**src/rtl/sar_ctrl_mc.sv**
```systemverilog
// SAR ADC controller: start/busy/eoc handshake, channel mux with single-shot or round-robin
// scan, configurable sample window. Optional result averaging under `SAR_AVG_EN.
module sar_ctrl_mc #(
   parameter int unsigned ADC_RESOLUTION = 10,
   parameter int unsigned NUM_CH         = 4,
   parameter int unsigned SAMPLE_CYCLES  = 2,
   parameter int unsigned AVG_LOG2       = 2,
   localparam int unsigned CW = (NUM_CH > 1) ? $clog2(NUM_CH) : 1
) (
   input  logic                      i_clk,
   input  logic                      i_rstn,
   input  logic                      i_start,
   input  logic [CW-1:0]             i_chan,
   input  logic                      i_scan,
   input  logic                      i_abort,
   input  logic                      i_comp,
   output logic                      o_busy,
   output logic                      o_sample,
   output logic [CW-1:0]             o_mux_sel,
   output logic [ADC_RESOLUTION-1:0] o_dac_code,
   output logic                      o_eoc,
   output logic [ADC_RESOLUTION-1:0] o_data,
   output logic [CW-1:0]             o_data_chan,
   output logic                      o_err
);

   localparam int unsigned RW = ADC_RESOLUTION;
   localparam int unsigned SW = (SAMPLE_CYCLES > 1) ? $clog2(SAMPLE_CYCLES) : 1;
   localparam int unsigned BW = (ADC_RESOLUTION > 1) ? $clog2(ADC_RESOLUTION) : 1;

   if (NUM_CH < 1 || SAMPLE_CYCLES < 1 || ADC_RESOLUTION < 1 || AVG_LOG2 > 16) begin : g_bad_params
      $error("sar_ctrl_mc: invalid parameter set");
   end

   typedef enum logic [1:0] {StIdle, StSample, StConvert, StDone} state_e;

   state_e        r_state, w_state_nxt;
   logic [CW-1:0] r_chan;
   logic [SW-1:0] r_scnt;
   logic [BW-1:0] r_bit;
   logic [RW-1:0] r_code;
   logic [RW-1:0] r_data;
   logic [CW-1:0] r_data_chan;
   logic          r_err;

   logic          w_chan_ok;
   logic          w_samp_done;
   logic          w_last_bit;
   logic          w_conv_end;
   logic          w_repeat;
   logic [CW-1:0] w_chan_inc;
   logic [CW-1:0] w_chan_nxt;
   logic [RW-1:0] w_result;

   assign w_chan_ok   = (32'(i_chan) < NUM_CH);
   assign w_samp_done = (r_scnt == SW'(SAMPLE_CYCLES - 1));
   assign w_last_bit  = (r_bit == '0);
   assign w_conv_end  = (r_state == StConvert) && w_last_bit && !i_abort;
   assign w_chan_inc  = (r_chan == CW'(NUM_CH - 1)) ? '0 : r_chan + 1'b1;
   // Bit 0 is still on the comparator input at the edge that ends the conversion.
   assign w_result    = r_code | RW'(i_comp);

`ifdef SAR_AVG_EN
   localparam int unsigned AW    = RW + AVG_LOG2;
   localparam int unsigned NW    = (AVG_LOG2 > 0) ? AVG_LOG2 : 1;
   localparam int unsigned AVG_N = 1 << AVG_LOG2;

   logic [AW-1:0] r_acc;
   logic [NW-1:0] r_avg_cnt;
   logic [AW-1:0] w_acc_sum;
   logic          w_avg_last;
   logic          w_avg_final;

   assign w_acc_sum   = r_acc + AW'(w_result);
   assign w_avg_last  = (r_avg_cnt == NW'(AVG_N - 1));
   // Counter wraps to zero on the last conversion, so zero in DONE marks a finished result.
   assign w_avg_final = (r_avg_cnt == '0);
   assign w_repeat    = i_scan || !w_avg_final;
   assign w_chan_nxt  = w_avg_final ? w_chan_inc : r_chan;
   assign o_eoc       = (r_state == StDone) && w_avg_final;

   always_ff @(posedge i_clk or negedge i_rstn) begin
      if (!i_rstn) begin
         r_acc       <= '0;
         r_avg_cnt   <= '0;
         r_data      <= '0;
         r_data_chan <= '0;
      end else if (i_abort) begin
         r_acc     <= '0;
         r_avg_cnt <= '0;
      end else if (w_conv_end) begin
         if (w_avg_last) begin
            r_acc       <= '0;
            r_avg_cnt   <= '0;
            r_data      <= w_acc_sum[AW-1:AVG_LOG2];
            r_data_chan <= r_chan;
         end else begin
            r_acc     <= w_acc_sum;
            r_avg_cnt <= r_avg_cnt + 1'b1;
         end
      end
   end
`else
   assign w_repeat   = i_scan;
   assign w_chan_nxt = w_chan_inc;
   assign o_eoc      = (r_state == StDone);

   always_ff @(posedge i_clk or negedge i_rstn) begin
      if (!i_rstn) begin
         r_data      <= '0;
         r_data_chan <= '0;
      end else if (w_conv_end) begin
         r_data      <= w_result;
         r_data_chan <= r_chan;
      end
   end
`endif

   always_comb begin
      w_state_nxt = r_state;
      unique case (r_state)
         StIdle:    if (i_start && w_chan_ok) w_state_nxt = StSample;
         StSample:  if (w_samp_done) w_state_nxt = StConvert;
         StConvert: if (w_last_bit) w_state_nxt = StDone;
         StDone:    w_state_nxt = w_repeat ? StSample : StIdle;
         default:   w_state_nxt = StIdle;
      endcase
      if (i_abort) w_state_nxt = StIdle;
   end

   always_ff @(posedge i_clk or negedge i_rstn) begin
      if (!i_rstn) begin
         r_state <= StIdle;
         r_chan  <= '0;
         r_scnt  <= '0;
         r_bit   <= '0;
         r_code  <= '0;
         r_err   <= 1'b0;
      end else begin
         r_state <= w_state_nxt;
         r_err   <= (r_state == StIdle) && i_start && !w_chan_ok && !i_abort;
         unique case (r_state)
            StIdle: begin
               r_scnt <= '0;
               if (w_state_nxt == StSample) r_chan <= i_chan;
            end
            StSample: begin
               r_scnt <= r_scnt + 1'b1;
               r_bit  <= BW'(RW - 1);
               r_code <= '0;
            end
            StConvert: begin
               r_code[r_bit] <= i_comp;
               r_bit         <= r_bit - 1'b1;
            end
            StDone: begin
               r_scnt <= '0;
               if (w_state_nxt == StSample) r_chan <= w_chan_nxt;
            end
            default: r_scnt <= '0;
         endcase
      end
   end

   assign o_busy      = (r_state != StIdle);
   assign o_sample    = (r_state == StSample);
   assign o_mux_sel   = r_chan;
   assign o_dac_code  = (r_state == StConvert) ? (r_code | (RW'(1) << r_bit)) : '0;
   assign o_data      = r_data;
   assign o_data_chan = r_data_chan;
   assign o_err       = r_err;

endmodule
```
**config.mk**
```make
export PLATFORM = sky130hd
export DESIGN_NAME = sar_ctrl_mc
export DESIGN_NICKNAME = d
export VERILOG_FILES = /design/src/rtl/sar_ctrl_mc.sv
export SDC_FILE = /design/constraint.sdc
export NUM_CORES = 1
export LEC_CHECK = 0
export ABC_AREA = 1
export CAP_MARGIN = 20
export CORE_MARGIN = 4
export CORE_UTILIZATION = 34
export DETAILED_ROUTE_END_ITERATION = 10
export SYNTH_ARGS = -nofsm -noshare
export SYNTH_HDL_FRONTEND = slang
export SYNTH_SLANG_ARGS = --single-unit
```
**constraint.sdc**
```tcl
create_clock -name i_clk -period 1.3 [get_ports i_clk]
set_input_delay 0.26 -clock i_clk [delete_from_list [all_inputs] [get_ports i_clk]]
set_output_delay 0.26 -clock i_clk [all_outputs]
set_load 0.1 [all_outputs]
```
* Word-level counts from Yosys, hierarchy flattened
Cells that the tools add are included.
** Word-level totals
- Logic and storage cells :: 51
- Output and inout port bits :: 28
- Input port bits :: 8
- Register bits :: 31
** Operators by class
- Equality and inequality tests :: 7
- $add $sub $neg :: 3
- Bitwise gates (word level) :: 2
- Reductions and logical operators :: 12
- Magnitude comparators :: 2
- Multiplexer cells :: 17
- Shifts and indexed selects :: 1
** Operators with widths (count)
- 10-bit case mux with 2 select lines :: 1
- 2-bit 2-to-1 mux :: 7
- 10-bit bitwise mux :: 1
- 10-bit 2-to-1 mux :: 1
- 10-bit by 1-bit bitwise OR with 10-bit output :: 1
- 10-bit bitwise OR :: 1
- 1-bit by 4-bit << shifter with 10-bit output (first input constant) :: 1
- 2-bit case mux with 4 select lines :: 1
- 4-bit case mux with 2 select lines :: 1
- 2-bit nonzero test :: 4
- 2-bit == test (second input constant) :: 3
- 4-bit by 5-bit less-than comparator with 1-bit output (second input constant) :: 1
- 1-bit demux with 4-bit select :: 1
- 2-bit by 1-bit == test with 1-bit output (second input constant) :: 2
- 4-bit by 1-bit >= comparator with 1-bit output (second input constant) :: 1
- 4-bit zero test :: 1
- 2-bit by 1-bit != test with 1-bit output (second input constant) :: 2
- 2-bit case mux with 2 select lines :: 1
- 4-bit by 1-bit subtractor with 4-bit output (second input constant) :: 1
- 1-bit logical AND :: 3
- 3-bit AND reduction :: 1
- 2-bit by 1-bit adder with 2-bit output (second input constant) :: 1
- 2-bit zero test :: 1
- 1-bit 2-to-1 mux :: 2
- 4 further kinds :: 4

* Logic depth before layout (Yosys ltp)
Gate-level depths: netlist (run 1).
- Word-level depth :: 7
- Gate-level depth with buffers :: 12
- Mapped depth without buffers :: 11

* Worst setup path after synthesis (run 1)
No wires, ideal clock.
- Path type :: reg-to-output
- Start :: register r_state[0]
- End :: output o_dac_code[1]
- Required time :: 1.040 ns
- Path buffers :: 2
- Arrival :: 3.146 ns
- Path slack :: -2.106 ns
- Cell stages (with the launch flop) :: 7
- Cell sequence :: dfrtp_1 inv_1 ha_1 buf_6 inv_1 clkbuf_1 o21ai_0
** On the way
- Cells in the longest elaborated chain, start to end :: 2
** Ends and longest elaborated chain
- start, declared :: RTL line 37 : state_e r_state, w_state_nxt;
- start signal, assigned :: RTL line 133 : r_state <= StIdle;
- start signal, assigned :: RTL line 140 : r_state <= w_state_nxt;
- 2-bit == test :: RTL line 168 : assign o_dac_code = (r_state == StConvert) ? (r_code | (RW'(1) << r_bit)) : '0;
- 10-bit 2-to-1 mux :: RTL line 168
- end, declared :: RTL line 20 : output logic [ADC_RESOLUTION-1:0] o_dac_code,
No other way between the ends.

* Worst setup path after layout (run 1)
- Start :: register r_state[0]
- End :: output o_dac_code[0]
Same word-level chain as after synthesis.

==> summary.md, run 1 <==
| Metric | Value |
|---|---|
| Fill count | 343 |
| Hold Path Class | in -> async |
| WP data required | 1.04 ns |
| Area contributors post-synth | dfrtp_1 46%, nand2_1 9.4%, ha_1 8.2% |
| Io pins | 36 |
| GRT Overall Usage | 15.91% |
| Global placement routability congestion | 0.7549 |
| Avg Cell Area, Syn | 8.739 µm² |
| Final WS setup | -0.4954 ns |
| Endpoints failing hold | 0 |
| Final Setup Violations | 40 |
| Vias in the first global route | 1,611 |
| DRT Pass-1 Iters | 5 |
| Starting Density | 35.11% |
| Clk slew on worst S/H paths | 0.07 ns |
| DRT antenna net count | 0 |
| Max Freq | 557.0 MHz |
| Post-Synthesis Cells | 191 |
| Vias/cell | 4.786 |
| Clock Skews | 0.01128 ns |
| Critical path, cell by cell | inv_2, ha_4, nand2_4, inv_6, nand2_8, buf_12, nand2_8, buf_12 |
| Commonest non-fill, non-tap cells in the layout | 32 x buf_12, 30 x dfrtp_1, 27 x buf_4 |
| Maxcap violations | 0 |
| Crit path DAT | 1.54 ns |
| Final Cycle Share | 138.1% |
| Initial antenna violation count | 0 |
| Residual DRC | 0 |
| Worst Setup End Kind | output pin |
| TNS Setup | -11.26 ns |
| Post-layout net count | 288 |
| Synth Warn # | 0 |
| Status | finished with violations |
| RSZ-0062 raised after global routing | true |
| Die ar. | 0.006094 mm² |
| Syn Nets | 210 |
| Critical path class | reg -> out |
| Diode count | 0 |
| CP max stage delay | 0.39 ns |
| Port Buf Inserts | 34 |
| Worst IR Drop VDD | 1.521 mV |
| CTS Sinks | 31 |
| Die width | 78.07 µm |
| Std-Cell Rows | 25 |
| Layout cells sized above 1 | 56.30% |
| Number of synthesized register bits | 31 |
| Drt wl/cell | 14.27 µm |
| Tmin final | 1.795 ns |
| Failing checks | negative setup slack |
| Area growth syn-to-layout | 94.45% |
| Pwr dens | 2614 mW/mm² |
| Largest net degree at the start of global routing | 32 |
| Most common cell after layout, fill and taps aside | buf_12 |
| First-pass GRT wire length | 7555 µm |
| Initial DRC Count | 101 |
| Slew Viols, Final | 0 |
| Detail Placement HPWL | 2867 µm |
| Detailed Route WL | 4810 µm |
| Cts hold-fix bufs | 0 |
| Slowest cell on the critical path | dfrtp_1 |
| Post-synthesis sequential area ratio | 46.48% |
| Placeable Area | 0.004755 mm² |
| Die height | 78.07 µm |
| Worst-Skew Late Latency | 0.29 ns |
| CTS root buf | clkbuf_8 |
| CTS max path bufs | 2 |
| Library cells used by synthesis | 23 |
| CP max FO | 6 |
| Pleak | 1.401 nW |
| Mapped Area | 0.001669 mm² |
| Share of the synthesized area in the top cell type | 46.48% |
| TritonCTS clock tree | done |
| Final core utilization | 68.26% |
| Synth area leader | dfrtp_1 |
| Worst setup SP type | register |
| Routed via count | 1,613 |
| Reg2Reg Depth | 11 |
| H-tree depth | 2 |
| Number of clock buffers inserted by TritonCTS | 5 |
| Aggregate global routing overflow | 0 |
[layer usage]
layer | vias up | track usage, % | wire length, µm
met1 | 785 | 18.25 | 1901
met3 | 10 | 4.014 | 194
li1 | 774 | - | -
met2 | 44 | 28.08 | 2610
met5 | - | 0 | 0
met4 | 0 | 6.643 | 104
[repair_timing]
item / CTS / global route
pin swaps: 7 / 12
buffers inserted: 8 / 9
resized for setup: 43 / 47
setup endpoints to repair: 34 / 42
cloned: 2 / 1
[flip-flops by register name, indices dropped and copies added, names as in the netlist]
register and flops:
r_state 2, o_data_chan 2, r_code 10, o_data 10, r_scnt 1, r_bit 4, o_mux_sel 2
[report_power, final]
group          internal, mW  switching, mW
Combinational          2.37           3.55
Sequential             1.30          0.412
Clock                 0.483          0.363
Total                  4.16           4.32
[final cells by class]
cell class	count	area, µm²	share of cell area, %
timing repair inverter	2	27.53	0.8481
inverter	26	130.1	4.009
sequential	31	777.0	23.94
multi-input combinational	129	1124	34.62
timing repair buffer	74	1003	30.92
tap	67	83.83	2.583
clock buffer	8	100.1	3.084
[synthesized netlist by cell type (all sizes together)]
master   n
nor2     5
buf      4
xor2     1
dfrtp   31
nand3   19
and2     1
o31ai    1
clkbuf   1
ha      11
a31oi    1
a21oi    3
conb     1
o21ai   34
o22ai    2
inv     26
nand2   50
[worst max-delay path, delay by kind of cell, from the launching register on]
| kind | cells | cell delay [ns] |
|---|---|---|
| fa+ha+maj | 1 | 0.21 |
| buf+inv | 4 | 0.46 |
| flops | 1 | 0.39 |
| simple gates | 3 | 0.18 |
[cell families (layout without fill, tap and decap cells)]
logic type | after synthesis | after routing | share of synthesized area (%)
AOI/OAI and AO/OA | 41 | 41 | 14.69
other | 1 | 1 | 0.2247
DFF | 31 | 31 | 46.48
adders and majority gates | 11 | 11 | 8.246
xor gates and xnor gates | 1 | 1 | 0.5248
and+or+nand+nor | 75 | 75 | 21.14
buffers and inverters | 31 | 110 | 8.696
[per-stage QoR]
stage | setup slack (ns) | instances | hold slack (ns) | cell area [µm²] | total power [mW]
CTS | -0.4846 | 329 | 0.3405 | 3048 | 7.964
detailed placement | -0.2858 | 312 | 0.4991 | 2711 | 6.702
global placement | -0.2316 | 312 | 0.4861 | 2711 | 6.629
global route | -0.5670 | 337 | 0.3447 | 3246 | 8.839
finish | -0.4954 | 337 | 0.3369 | 3246 | 8.483
floorplan | -0.4727 | 191 | -0.03559 | 1846 | 4.755
[worst paths after layout]
path                                  from       endpoint  slack, ns
worst max-delay path            r_state[0]  o_dac_code[0]      -0.50
worst min-delay path                i_rstn      r_code[0]       0.34
worst max register to register  r_state[0]      o_data[6]      -0.30
worst min register to register   r_code[7]      r_code[7]       0.51
max in group asynchronous           i_rstn     r_state[1]       0.79
min in group i_clk               r_code[7]      r_code[7]       0.51
No activity file was read; power rests on OpenSTA's default activity.
==> run 2: changes to the inputs <==
Settings changed: DONT_BUFFER_PORTS set to 1.
==> run 2 against run 1 <==
  * The flow still finishes with violations (negative setup slack)
  * Final area fell by 5.6%
  * Cell count decreased by 1.5%
  * Die area did not move
  * Clock skew about the same
  * Fmax rose by 0.58%
  * Clock-buffer cell count down 2
  * Sequential share of layout area rose by 1.4 points
  * Flip-flop and latch count did not move
  * First-iteration DRC count decreased by 28%
  * Critical path type unchanged
==> summary.md, run 2 (synthesis results as in run 1) <==
| Metric | Value |
|---|---|
| Status | finished with violations |
| Failing checks | negative setup slack |
| CP endpoint | o_dac_code[9] |
| Hold wc startpoint | i_comp |
| Worst Hold Depth | 2 |
| Number of clock buffers inserted by TritonCTS | 5 (unchanged) |
| Reg2Reg Depth | 13 (+2) |
| Worst setup SP type | register |
| Maxcap violations | 0 (unchanged) |
| Detailed Route WL | 4944 µm (+2.8%) |
| Crit path DAT | 1.53 ns (about the same) |
| Clock Skews | 0.01082 ns (-0.0004591 ns) |
| Clk slew on worst S/H paths | 0.07 ns (about the same) |
| Critical path class | reg -> out |
| Layout cells sized above 1 | 60.00% (+3.7 points) |
| Worst setup path startpoint | r_bit[3] |
| GRT Overall Usage | 16.08% (+0.17 points) |
| Diode count | 0 (unchanged) |
| Worst-Skew Late Latency | 0.30 ns (about the same) |
| Worst IR Drop VDD | 1.465 mV (-3.7%) |
| Vias/cell | 4.831 (+0.94%) |
| CP max FO | 3 (-3) |
| Std-Cell Rows | 25 (unchanged) |
| Most common cell after layout, fill and taps aside | buf_4 |
| Initial antenna violation count | 0 (unchanged) |
| Global placement routability congestion | 0.7937 (+5.1%) |
| Pwr dens | 2630 mW/mm² (+0.62%) |
| Reg2reg end | o_mux_sel[1] |
| Hold WS | 0.09187 ns (-0.2450 ns) |
| Post-layout net count | 283 (-1.7%) |
| Critical path, cell by cell | inv_1, nor2_2, nand2_4, o21ai_4, buf_12 |
| Drt wl/cell | 14.89 µm (+4.3%) |
| Hold Path Class | in -> reg |
| Die ar. | 0.006094 mm² (unchanged) |
| RSZ-0062 raised after global routing | true |
| Starting Density | 35.11% (unchanged) |
| Port Buf Inserts | 0 (-100%) |
| Placeable Area | 0.004755 mm² (unchanged) |
| Final Setup Violations | 39 (-2.5%) |
| Die height | 78.07 µm (unchanged) |
| CP max stage delay | 0.47 ns (+0.08 ns) |
| Residual DRC | 0 (unchanged) |
| WP data required | 1.04 ns (about the same) |
| CTS root buf | clkbuf_8 |
| Initial DRC Count | 73 (-28%) |
| R2R Path Start | r_state[0] |
| Commonest non-fill, non-tap cells in the layout | 35 x buf_4, 29 x dfrtp_1, 24 x nand2_1 |
| CTS Sinks | 31 (unchanged) |
| Die width | 78.07 µm (unchanged) |
| Pleak | 1.387 nW (-0.99%) |
| Aggregate global routing overflow | 0 (unchanged) |
| Detail Placement HPWL | 2805 µm (-2.1%) |
| Routed via count | 1,604 (-0.56%) |
| R2r setup slk | -0.37 ns (-0.07 ns) |
| TritonCTS clock tree | done |
| Endpoints failing hold | 0 (unchanged) |
| Vias in the first global route | 1,597 (-0.87%) |
| Io pins | 36 (unchanged) |
| Slowest cell on the critical path | dfrtp_1 |
| H-tree depth | 2 (unchanged) |
| Fill count | 347 (+1.2%) |
| DRT Pass-1 Iters | 4 (-1) |
| First-pass GRT wire length | 7652 µm (+1.3%) |
| CTS max path bufs | 2 (unchanged) |
| Worst Setup End Kind | output pin |
| Final Cycle Share | 137.3% (-0.79 points) |
| DRT antenna net count | 0 (unchanged) |
| Max Freq | 560.2 MHz (+0.58%) |
| Final WS setup | -0.4851 ns (+0.01032 ns) |
| Slew Viols, Final | 0 (unchanged) |
| Largest net degree at the start of global routing | 32 (unchanged) |
| Area growth syn-to-layout | 83.66% |
| DP Worst Slack | -0.2950 ns (-0.009238 ns) |
| Tmin final | 1.785 ns (-0.01031 ns) |
| Post-layout power | 8.062 mW (-5.0%) |
## run 2: changes by cell type in the layout (fill, tap and decap cells not counted), sizes merged
cell           change
bufinv             +1
clkdlybuf4s50      -7
clkbuf             -2
clkinv             +1
dlygate4sd3        +1
buf                +1
## run 2: final cells by class
| cell class | instances | area [µm²] | area share, % |
|---|---|---|---|
| flip-flops and latches | 31 | 778.2 | 25.39 |
| repair inverters | 2 | 31.28 | 1.020 |
| well taps | 67 | 83.83 | 2.735 |
| clock buffers | 6 | 82.58 | 2.694 |
| inverters | 26 | 136.4 | 4.449 |
| clock inverters | 2 | 35.03 | 1.143 |
| multi-input cells | 129 | 1104 | 36.00 |
| repair buffers | 69 | 814.5 | 26.57 |
## run 2: per-stage QoR
stage | TNS [ns] | area (µm²) | instances | util [%]
floorplan | -11.86 | 1846 | 191 | -
global placement | -8.019 | 2399 | 301 | 50.45
detailed placement | -8.335 | 2399 | 301 | 50.45
CTS | -9.493 | 2820 | 323 | 59.32
global route | -14.87 | 3065 | 332 | 64.47
finish | -12.06 | 3065 | 332 | 64.47
## run 2: power breakdown
group	leakage, nW	switching, mW	total, mW	internal [mW]
Sequential	0.397	0.235	1.54	1.30
Combinational	0.928	3.63	5.51	1.88
Clock	0.0612	0.392	1.01	0.620
Total	1.39	4.26	8.06	3.80
## run 2: worst min-delay path by stage
stage | to | slack, ns
finish | o_data[0] | 0.09
detailed placement | o_data[8] | -0.03
global route | o_data[0] | 0.11
floorplan | o_data[0] | -0.04
global placement | o_data[9] | -0.03
CTS | o_data[0] | 0.09
## run 2: timing repair
action / in CTS / in global routing
cloned: 2 / 0
hold buffers: 2 / 0
gates resized for setup: 53 / 47
setup buffers: 11 / 12
endpoints found under the hold margin: 31 / 0
pin swaps: 8 / 16
setup endpoints to repair: 41 / 44
## run 2: critical path: cells and delay by family (launching register included)
kind | cells | cell delay (ns)
compound gates | 1 | 0.08
buf+inv | 2 | 0.32
simple gates | 2 | 0.36
flops | 1 | 0.47
## run 2: metal layers
layer	part of all wire (%)	up-vias	global-route usage, %
li1	-	760	-
met2	52	56	28.51
met5	0	-	0
met1	39	767	18.48
met3	4.2	21	4.014
met4	4.7	0	6.469
